===== config.mk =====
export PLATFORM = sky130hd
export DESIGN_NAME = adc_scan_scheduler
export DESIGN_NICKNAME = d
export VERILOG_FILES = /design/src/rtl/adc_scan_scheduler.sv
export SDC_FILE = /design/constraint.sdc
export NUM_CORES = 1
export LEC_CHECK = 0
export ABC_AREA = 0
export CAP_MARGIN = 40
export CORE_ASPECT_RATIO = 1.5
export CORE_MARGIN = 5
export CORE_UTILIZATION = 45
export DETAILED_ROUTE_END_ITERATION = 12
export HOLD_SLACK_MARGIN = 0.12
export PLACE_DENSITY = 0.7
export SLEW_MARGIN = 20
export SYNTH_ARGS = -nofsm -noshare
export SYNTH_HDL_FRONTEND = slang
export SYNTH_SLANG_ARGS = --single-unit
export TNS_END_PERCENT = 100

===== constraint.sdc =====
create_clock -name i_clock -period 2.9 [get_ports i_clock]
set_input_delay 0.29 -clock i_clock [delete_from_list [all_inputs] [get_ports i_clock]]
set_output_delay 0.29 -clock i_clock [all_outputs]
set_load 0.02 [all_outputs]

===== src/rtl/adc_scan_scheduler.sv =====
// Round-robin ADC channel scanner: select mux channel, settle, pulse SOC, await EOC with timeout, emit tagged sample.
// Latency: scan_enable in IDLE cycle n -> SOC in cycle n+2+SETTLE_CYCLES; EOC in cycle m -> tx_valid from m+1.
// Backpressure: SEND holds tx_valid/tx_data/tx_channel until tx_ready; no new conversion starts meanwhile.
module adc_scan_scheduler #(
   parameter int NUM_CH        = 4,
   parameter int SETTLE_CYCLES = 3,
   parameter int TIMEOUT       = 200
) (
   input  logic              i_clock,
   input  logic              i_reset,
   input  logic              i_scan_enable,
   input  logic [NUM_CH-1:0] i_ch_mask,
   input  logic              i_eoc,
   input  logic [7:0]        i_data_in,
   input  logic              i_tx_ready,
   input  logic              i_err_clear,
   output logic              o_soc,
   output logic              o_mux_en,
   output logic [3:0]        o_canale,
   output logic              o_tx_valid,
   output logic [7:0]        o_tx_data,
   output logic [3:0]        o_tx_channel,
   output logic              o_busy,
   output logic              o_err_flag,
   output logic [3:0]        o_err_ch
);

   typedef enum logic [2:0] {
      ST_IDLE, ST_SELECT, ST_SETTLE, ST_START, ST_WAIT_EOC, ST_SEND
   } state_t;

   state_t      r_state, w_state;
   logic [7:0]  r_cnt, w_cnt;
   logic [3:0]  r_last_ch, w_last_ch;
   logic        r_soc, w_soc;
   logic        r_mux_en, w_mux_en;
   logic [3:0]  r_canale, w_canale;
   logic        r_tx_valid, w_tx_valid;
   logic [7:0]  r_tx_data, w_tx_data;
   logic [3:0]  r_tx_channel, w_tx_channel;
   logic        r_busy, w_busy;
   logic        r_err_flag, w_err_flag;
   logic [3:0]  r_err_ch, w_err_ch;
   logic        w_err_set;

   logic [15:0] w_mask16;
   logic [4:0]  w_sum;
   logic [3:0]  w_pick;

   // Next enabled channel after last_ch; scanning farthest-first lets the nearest match win, last_ch itself is tried last.
   always_comb begin
      w_mask16 = 16'(i_ch_mask);
      w_sum    = '0;
      w_pick   = r_last_ch;
      for (int i = NUM_CH; i >= 1; i--) begin
         w_sum = 5'(r_last_ch) + 5'(i);
         if (w_sum >= 5'(NUM_CH)) begin
            w_sum = w_sum - 5'(NUM_CH);
         end
         if (w_mask16[w_sum[3:0]]) begin
            w_pick = w_sum[3:0];
         end
      end
   end

   // Next-state and next-output logic; every output register is loaded from these values.
   always_comb begin
      w_state      = r_state;
      w_cnt        = r_cnt;
      w_last_ch    = r_last_ch;
      w_soc        = 1'b0;
      w_mux_en     = r_mux_en;
      w_canale     = r_canale;
      w_tx_valid   = r_tx_valid;
      w_tx_data    = r_tx_data;
      w_tx_channel = r_tx_channel;
      w_err_ch     = r_err_ch;
      w_err_set    = 1'b0;
      case (r_state)
         ST_IDLE: begin
            if (i_scan_enable && (|i_ch_mask)) begin
               w_canale  = w_pick;
               w_last_ch = w_pick;
               w_state   = ST_SELECT;
            end
         end
         ST_SELECT: begin
            w_mux_en = 1'b1;
            w_cnt    = 8'(SETTLE_CYCLES);
            w_state  = ST_SETTLE;
         end
         ST_SETTLE: begin
            // EOC is deliberately ignored while the mux settles.
            w_cnt = r_cnt - 8'd1;
            if (r_cnt == 8'd1) begin
               w_soc   = 1'b1;
               w_state = ST_START;
            end
         end
         ST_START: begin
            w_cnt   = '0;
            w_state = ST_WAIT_EOC;
         end
         ST_WAIT_EOC: begin
            w_cnt = r_cnt + 8'd1;
            // EOC takes priority over a coincident timeout.
            if (i_eoc) begin
               w_tx_data    = i_data_in;
               w_tx_channel = r_canale;
               w_tx_valid   = 1'b1;
               w_mux_en     = 1'b0;
               w_state      = ST_SEND;
            end else if (r_cnt == 8'(TIMEOUT)) begin
               w_err_set = 1'b1;
               w_err_ch  = r_canale;
               w_mux_en  = 1'b0;
               w_state   = ST_IDLE;
            end
         end
         ST_SEND: begin
            if (i_tx_ready) begin
               w_tx_valid = 1'b0;
               w_state    = ST_IDLE;
            end
         end
         default: begin
            w_state = ST_IDLE;
         end
      endcase
      w_busy     = (w_state != ST_IDLE);
      // A new timeout beats a simultaneous clear.
      w_err_flag = w_err_set ? 1'b1 : (i_err_clear ? 1'b0 : r_err_flag);
   end

   // State and output registers; reset clears all outputs and rewinds the pointer so the lowest channel goes first.
   always_ff @(posedge i_clock or posedge i_reset) begin
      if (i_reset) begin
         r_state      <= ST_IDLE;
         r_cnt        <= '0;
         r_last_ch    <= 4'(NUM_CH - 1);
         r_soc        <= 1'b0;
         r_mux_en     <= 1'b0;
         r_canale     <= '0;
         r_tx_valid   <= 1'b0;
         r_tx_data    <= '0;
         r_tx_channel <= '0;
         r_busy       <= 1'b0;
         r_err_flag   <= 1'b0;
         r_err_ch     <= '0;
      end else begin
         r_state      <= w_state;
         r_cnt        <= w_cnt;
         r_last_ch    <= w_last_ch;
         r_soc        <= w_soc;
         r_mux_en     <= w_mux_en;
         r_canale     <= w_canale;
         r_tx_valid   <= w_tx_valid;
         r_tx_data    <= w_tx_data;
         r_tx_channel <= w_tx_channel;
         r_busy       <= w_busy;
         r_err_flag   <= w_err_flag;
         r_err_ch     <= w_err_ch;
      end
   end

   assign o_soc        = r_soc;
   assign o_mux_en     = r_mux_en;
   assign o_canale     = r_canale;
   assign o_tx_valid   = r_tx_valid;
   assign o_tx_data    = r_tx_data;
   assign o_tx_channel = r_tx_channel;
   assign o_busy       = r_busy;
   assign o_err_flag   = r_err_flag;
   assign o_err_ch     = r_err_ch;

endmodule


==> After elaboration in Yosys (flattened, before gate mapping) <==
Cells that the tools add are included.
{ "word_totals": {"in_bits": 18, "output_inout_bits": 25, "reg_bits": 40, "word_cells": 90} }
{ "op_classes": {"n_eq_ne": 10, "bitwise_logic": 1, "order_cmp": 8, "n_mux": 36, "n_addsub": 10, "reduce_logical": 13} }
{ "ops": {"columns": ["op", "n"], "rows": [
  ["$mux 4", 8],
  ["$pmux 8 s4", 1],
  ["$ge 5x3->1 const B", 4],
  ["$lt 4x5->1 const B", 4],
  ["$pmux 3 s6", 1],
  ["$bmux 1 s4", 4],
  ["$sub 4x3->4 const B", 4],
  ["$mux 1", 15],
  ["$mux 3", 5],
  ["$add 4x2->5 const B", 2],
  ["$add 8x1->8 const B", 1],
  ["$eq 8x1->1 const B", 1],
  ["$eq 8x8->1 const B", 1],
  ["$sub 8x1->8 const B", 1],
  ["$eq 3x2->1 const B", 2],
  ["$eq 3x3->1 const B", 2],
  ["$reduce_and 2->1", 3],
  ["$reduce_and 3->1", 2],
  ["$reduce_bool 2->1", 3],
  ["$add 4x1->5 const B", 1],
  ["$add 4x3->5 const B", 1],
  ["$ne 2x2->1 const B", 2],
  ["$pmux 1 s2", 2],
  ["$reduce_bool 4->1", 1],
  ["7 further kinds", 7]
]} }

==> Depth between registers and ports, before layout <==
Gate-level depths: netlist (run 1).
{ "depth": {"depth_word": 9, "ltp_mapped": 12, "mapped_depth_nobuf": 12} }

==> Worst setup path before layout (run 1) <==
Ideal clock, no wire load.
{ "synth_timing": {"path_type": "flip-flop to flip-flop", "startpoint": "register r_last_ch[1]", "endpoint": "register r_canale[1], in the netlist o_canale[1]", "slack_ns": 0.232, "required_time_ns": 2.763, "path_buffers": 0, "arrival_ns": 2.531, "path_stages_with_launch": 13, "period_less_slack_ns": 2.668, "cell_sequence": "dfstp_2 inv_1 ha_1 a21oi_1 xnor2_1 inv_1 ha_1 a2bb2oi_1 a22oi_1 a211oi_2 nor2_1 a2111oi_1 nor2_1"} }
{ "synth_via": {"elab_chain_cells": 9} }
{ "synth_rtl": {"columns": ["item", "line_no", "text"], "rows": [
  ["start: declaration", "34", "logic [3:0] r_last_ch, w_last_ch;"],
  ["start signal: assignment", "140", "r_last_ch <= 4'(NUM_CH - 1);"],
  ["start signal: assignment", "153", "r_last_ch <= w_last_ch;"],
  ["$add 4x3->5", "56", "w_sum = 5'(r_last_ch) + 5'(i);"],
  ["$sub 4x3->4 / $ge 5x3->1 (equally long branches)", "58, 57", null],
  ["$mux 4", "57", "if (w_sum >= 5'(NUM_CH)) begin"],
  ["$bmux 1 s4", "60", "if (w_mask16[w_sum[3:0]]) begin"],
  ["$mux 1 (implied by the code)", "60", null],
  ["$mux 4 (3 in series)", "60", null],
  ["$mux 4 *", "60", null],
  ["end signal: assignment", "156", "r_canale <= w_canale;"],
  ["end: declaration", "37", "logic [3:0] r_canale, w_canale;"]
]} }
Every way passes the cells marked *; elsewhere a longest branch is shown, timed or not. The select of a mux whose other input is x is not followed.
A chain may end at the register's enable or synchronous reset.

==> Final worst setup path (run 1) <==
Same ends and word-level chain as after synthesis.

==> results.tsv, run 1 <==
metric	value	unit
status	completed	
worstReg2RegStart	r_last_ch[1]	
crit_required	3060	ps
synth_common_cells	36 x dfrtp_1, 22 x nor2_1, 20 x nand2_1, 19 x inv_1, 19 x mux2_2	
r2r_slack	130	ps
drtIter0Drc	105	
post-place-ws	36.74	ps
cts_buffers	5	
cp-end-kind	flip-flop	
clk_path_buf_depth	2	
worstSetupPathType	flip-flop to flip-flop	
cap_viol_max_count	0	
layout.cells.non_filler	369	
antenna_found_initial	0	
critPathLaunchType	flip-flop	
skew	7.050	ps
hold_class	input port to asynchronous set/reset pin	
hold_viol	0	
rows	33	
dieArea	7085	sq um
place.gp.congestion	0.8924	
dieHeight	100.6	um
worst_ep_arrival_time	2930	ps
fin_total_pwr	0.002967	W
swShare	42.92	%
netlist_area	2464	sq um
htreeDepth	2	
grt_pass1_vias	2054	
gr-total-overflow	0	
setup_slack	134.4	ps
vias	2060	
async_flop_share	100.0	%
ir_drop	0.0004341	V
post-route-util	56.33	%
antenna-diode-count	0	
reg2regPathDepth	12	
yosysTopAreaCell	dfrtp_1	
finalNetCount	332	
synth_most_common_cell	dfrtp_1	
power_switching	0.001274	W
worst_r2r_endpoint	o_canale[1]	
grt_pass1_wl	9466	um
syn_inst	258	
initial_core_util	45.55	%
fmax	361.6	MHz
leakage	1.330	nW
ys_ff_latch	38	
path_clk_slew	80	ps
drv_slew	0	
combPwrFrac	54.7	%
seq_power_share	32.5	%
area_growth	23.67	%
dp.cells	359	
synth_top_area_share	36.57	%
period_needed	2766	ps
cts_root_buffer	clkbuf_8	
yosys_warnings	0	
syn_avg_cell_area	9.549	sq um
setup_viol	0	
die_x	70.42	um
tritoncts	built	
ant_nets	0	
routedWlPerCell	15.37	um
vias_per_cell	5.583	
tightestPinTransition	599.1	ps
core	5409	sq um
synth_fp_nets	292	
synth-seq-area-share	38.70	%
io_buffers	42	
holdBufCountCts	0	
synth_area_leaders	dfrtp_1 37%, mux2_2 8.7%, ha_1 8.1%	
holdWs	411.3	ps
relSlewSlack	59.02	%
cp_max_fo	5	
drt_pass1_iterations	4	
p_int	0.001694	W
grt_use_total	16.65	%
synth_edf_count	0	
cts_sinks	38	
synth_cell_types	54	
hpwlAfterDp	4338	um
grt_max_degree	39	
power.density	974.0	nW/um^2
period_share	95.36	%
ioPinCount	43	
drive_above_1_share	15.05	%
clk_latency	290	ps
drcViolationCount	0	
totalWireLength	5671	um
power.share.clock	12.8	%
ys.flop_type	dfrtp_1	
==> critical path, cell delays in order (launching register included) <==
cell,delay [ps]
dfstp_2,570
inv_1,110
ha_1,190
a21oi_1,170
xnor2_1,180
inv_1,90
ha_1,190
a2bb2oi_1,220
a22oi_1,110
a211oi_2,280
nor2_1,100
a2111oi_2,340
nor2_1,90
==> worst max path at each step <==
stage | from | endpoint | slack (ps) | cells past startpoint
6_report | r_last_ch[1] | o_canale[1] | 130 | 12
3_5_place_dp | r_last_ch[1] | o_canale[1] | 40 | 12
5_1_grt | r_last_ch[1] | o_canale[1] | -7 | 12
2_1_floorplan | r_last_ch[1] | o_canale[1] | 230 | 12
3_3_place_gp | r_last_ch[1] | o_canale[1] | 140 | 12
4_1_cts | r_last_ch[1] | o_canale[1] | 20 | 12
==> layout by cell type (no fill, tap or decap), types with 7 or more instances in the layout <==
cell type,synthesis,layout
nand2_1,20,20
ha_1,16,16
clkdlybuf4s50_1,0,42
mux2_2,19,19
a21oi_1,9,9
dfrtp_1,36,36
nor3_1,7,7
o21ai_0,16,16
buf_4,4,9
nor2_1,22,22
inv_1,19,19
==> final cells by class <==
class / instances / area [sq um]
Fill cell: 489 / 2362
Multi-Input combinational cell: 183 / 1351
Sequential cell: 38 / 953.4
Timing Repair Buffer: 51 / 488.0
Tap cell: 70 / 87.58
Clock buffer: 6 / 82.58
Inverter: 19 / 71.32
Clock inverter: 2 / 12.51
==> metal layers <==
metal / share of wire (%) / global-route usage, % / wire [um] / vias to the layer above
li1: - / - / - / 994
met4: 4.5 / 9.735 / 254 / 0
met1: 39 / 18.08 / 2220 / 1001
met2: 53 / 30.01 / 3022 / 45
met3: 3.1 / 2.794 / 174 / 20
met5: 0 / 0 / 0 / -
==> sequential cells by signal, indices dropped and copies added (netlist names) <==
name,count
o_soc,1
r_cnt,8
r_last_ch,4
o_busy,1
o_canale,2
o_mux_en,1
r_state,3
o_tx_data,8
o_tx_channel,4
o_err_flag,1
o_tx_valid,1
o_err_ch,4
==> per-stage QoR <==
stage	TNS [ps]	area [sq um]
after floorplan	0	2464
after global placement	0	2932
after detailed placement	0	2932
after CTS	0	3027
after global routing	-7.359	3047
final	0	3047
==> timing repair <==
item	in CTS	in global routing
setup buffers	0	2
resized for setup	0	1
setup endpoints to repair	0	2
==> power by group through the flow <==
stage | combinational (W) | clock, W | sequential [W]
floorplan | 0.00105 | 0 | 0.000997
global placement | 0.00157 | 0 | 0.000970
detailed placement | 0.00159 | 0 | 0.000977
CTS | 0.00160 | 0.000391 | 0.000966
global route | 0.00179 | 0.000414 | 0.00100
finish | 0.00162 | 0.000379 | 0.000964
==> logic make-up after synthesis <==
family,synth area share [%]
compound gates,15.74
flops,38.70
simple gates,14.88
xor+xnor,3.860
buf+inv,6.653
fa+ha+maj,8.126
mux,12.04
(Power assumes the default switching activity.)
==> run 2, diff against run 1 <==
Settings changed: CORE_UTILIZATION 45 to 33, CTS_CLUSTER_DIAMETER set to 30, PLACE_DENSITY 0.7 to unset.
==> run 2 against run 1 <==
Net effect:
- fmax up 3.3%
- critical path depth stayed put
- utilization decreased by 13 points
- wire length up 2.1%
- critical endpoint unchanged
- largest power group unchanged
==> results.tsv, run 2 (same netlist as run 1, synthesis figures left out) <==
metric	value	unit	change
status	completed		
final_common_cell	clkdlybuf4s50_1		
fin_area	3120	sq um	+2.4%
placed_area	2977	sq um	+1.5%
p_int	0.001771	W	+4.6%
grt_pass1_vias	2081		+1.3%
cp-end-kind	flip-flop		
antenna_found_initial	0		unchanged
post-place-ws	65.92	ps	+29.18 ps
worstSetupStartpoint	r_last_ch[1]		
grt_max_degree	39		unchanged
power.share.clock	14.5	%	+1.7 points
worst_ep_arrival_time	2850	ps	-80 ps
slowest_stage	dfstp_2		
critical-path-max-stage-delay	600	ps	+30 ps
crit_path_end	o_canale[1]		
totalWireLength	5789	um	+2.1%
vias_per_cell	5.103		-8.6%
tritoncts	built		
clk_latency	290	ps	about the same
core	7274	sq um	+34%
drt_pass1_iterations	4		unchanged
worst_r2r_endpoint	o_canale[1]		
combPwrFrac	53.7	%	-1.0 points
die_x	80.55	um	+14%
power_switching	0.001300	W	+2.0%
place.gp.congestion	0.8772		-1.7%
io_buffers	42		unchanged
crit_chain	inv_1 -> ha_1 -> a21oi_1 -> xnor2_1 -> inv_1 -> ha_1 -> a2bb2oi_2 -> a22oi_1 -> a211oi_2 -> nor2_1 -> a2111oi_4 -> nor2_1		
worstSetupPathType	flip-flop to flip-flop		
critPathLaunchType	flip-flop		
power.density	984.0	nW/um^2	+1.0%
relSlewSlack	52.98	%	-6.0 points
drv_slew	0		unchanged
period_share	92.36	%	-3.0 points
rows	38		+15%
dieHeight	115.8	um	+15%
area_growth	26.66	%	
period_needed	2679	ps	-87.06 ps
drtIter0Drc	48		-54%
final_cell_mix	42 x clkdlybuf4s50_1, 36 x dfrtp_1, 22 x nor2_1, 20 x nand2_1		
finalSetupTns	0	ps	unchanged
cts_sinks	38		unchanged
antenna-diode-count	0		unchanged
skew	7.853	ps	+0.8022 ps
clk_path_buf_depth	2		unchanged
initial_core_util	33.87	%	-12 points
hpwlAfterDp	4534	um	+4.5%
cts_buffers	5		unchanged
drive_above_1_share	15.44	%	+0.39 points
cp_max_fo	6		+1
drcViolationCount	0		unchanged
seq_power_share	31.9	%	-0.6 points
reg2regPathDepth	12		unchanged
cap_viol_max_count	0		unchanged
hold_viol	0		unchanged
holdBufCountCts	0		unchanged
htreeDepth	2		unchanged
setup_viol	0		unchanged
grt_pass1_wl	9666	um	+2.1%
dieArea	9329	sq um	+32%
crit_required	3070	ps	about the same
gr-total-overflow	0		unchanged
ant_nets	0		unchanged
leakage	1.332	nW	+0.17%
setup_slack	221.5	ps	+87.06 ps
swShare	42.33	%	-0.60 points
hold_class	input port to asynchronous set/reset pin		
fmax	373.3	MHz	+3.3%
vias	2031		-1.4%
finalNetCount	331		-0.30%
tightestPinTransition	687.5	ps	+88.36 ps
path_clk_slew	80	ps	about the same
r2r_slack	220	ps	+90 ps
routedWlPerCell	14.55	um	-5.4%
ioPinCount	43		unchanged
cts_root_buffer	clkbuf_8		
ir_drop	0.0003897	V	-10%
worstReg2RegStart	r_last_ch[1]		
grt_use_total	13.07	%	-3.6 points
[run 2: routing by layer]
layer,up-vias,wire length (um),track usage [%]
met5,-,0,0
met4,0,141,5.411
met3,12,174,2.022
met2,46,3171,23.51
met1,978,2301,15.25
li1,995,-,-
[run 2: stage by stage]
step	utilization (%)	hold slack (ps)	std cells	power, W
floorplan	-	441.6	258	0.002047
global placement	40.92	466.2	390	0.002570
detailed placement	40.92	481.0	390	0.002593
CTS	42.48	428.2	398	0.003050
global route	42.90	459.5	398	0.003314
finish	42.90	409.9	398	0.003071
[run 2: worst max-delay path: cells and delay by family (launching register included)]
kind	cells	cell delay, ps
fa+ha+maj	2	380
simple gates	2	200
buf+inv	2	170
xor+xnor	1	180
flops	1	600
compound gates	5	1030
[run 2: timing repair]
item                                   in CTS  in global routing
endpoints found under the hold margin       0                  0
setup endpoints to repair                   0                  2
buffers inserted                            0                  0
gates resized for setup                     0                  5
[run 2: worst min-delay path by stage]
stage | end | slack, ps | depth (start not counted)
4_1_cts | o_tx_data[2] | 430 | 3
6_report | o_tx_data[2] | 410 | 3
5_1_grt | o_tx_data[2] | 460 | 3
3_5_place_dp | o_err_flag | 480 | 1
2_1_floorplan | o_tx_data[7] | 440 | 1
3_3_place_gp | o_err_flag | 470 | 1
[run 2: power by group through the flow]
stage	Sequential [W]	Clock [W]	Combinational [W]
2_1_floorplan	0.000997	0	0.00105
3_3_place_gp	0.000982	0	0.00159
3_5_place_dp	0.000986	0	0.00161
4_1_cts	0.000978	0.000461	0.00161
5_1_grt	0.00102	0.000483	0.00181
6_report	0.000978	0.000444	0.00165
[run 2: layout make-up]
| class | instances | area, sq um |
|---|---|---|
| inverters | 19 | 71.32 |
| flip-flops and latches | 38 | 953.4 |
| clock buffers | 5 | 68.82 |
| fillers | 695 | 4154 |
| multi-input cells | 183 | 1376 |
| well taps | 100 | 125.1 |
| repair buffers | 50 | 480.5 |
| clock inverters | 3 | 45.04 |
==> run 3, diff against run 2 <==
Settings changed: SLEW_MARGIN 20 to 10.
==> results of run 3 <==
Final layout, timing and power as in run 2 (identical DEF).
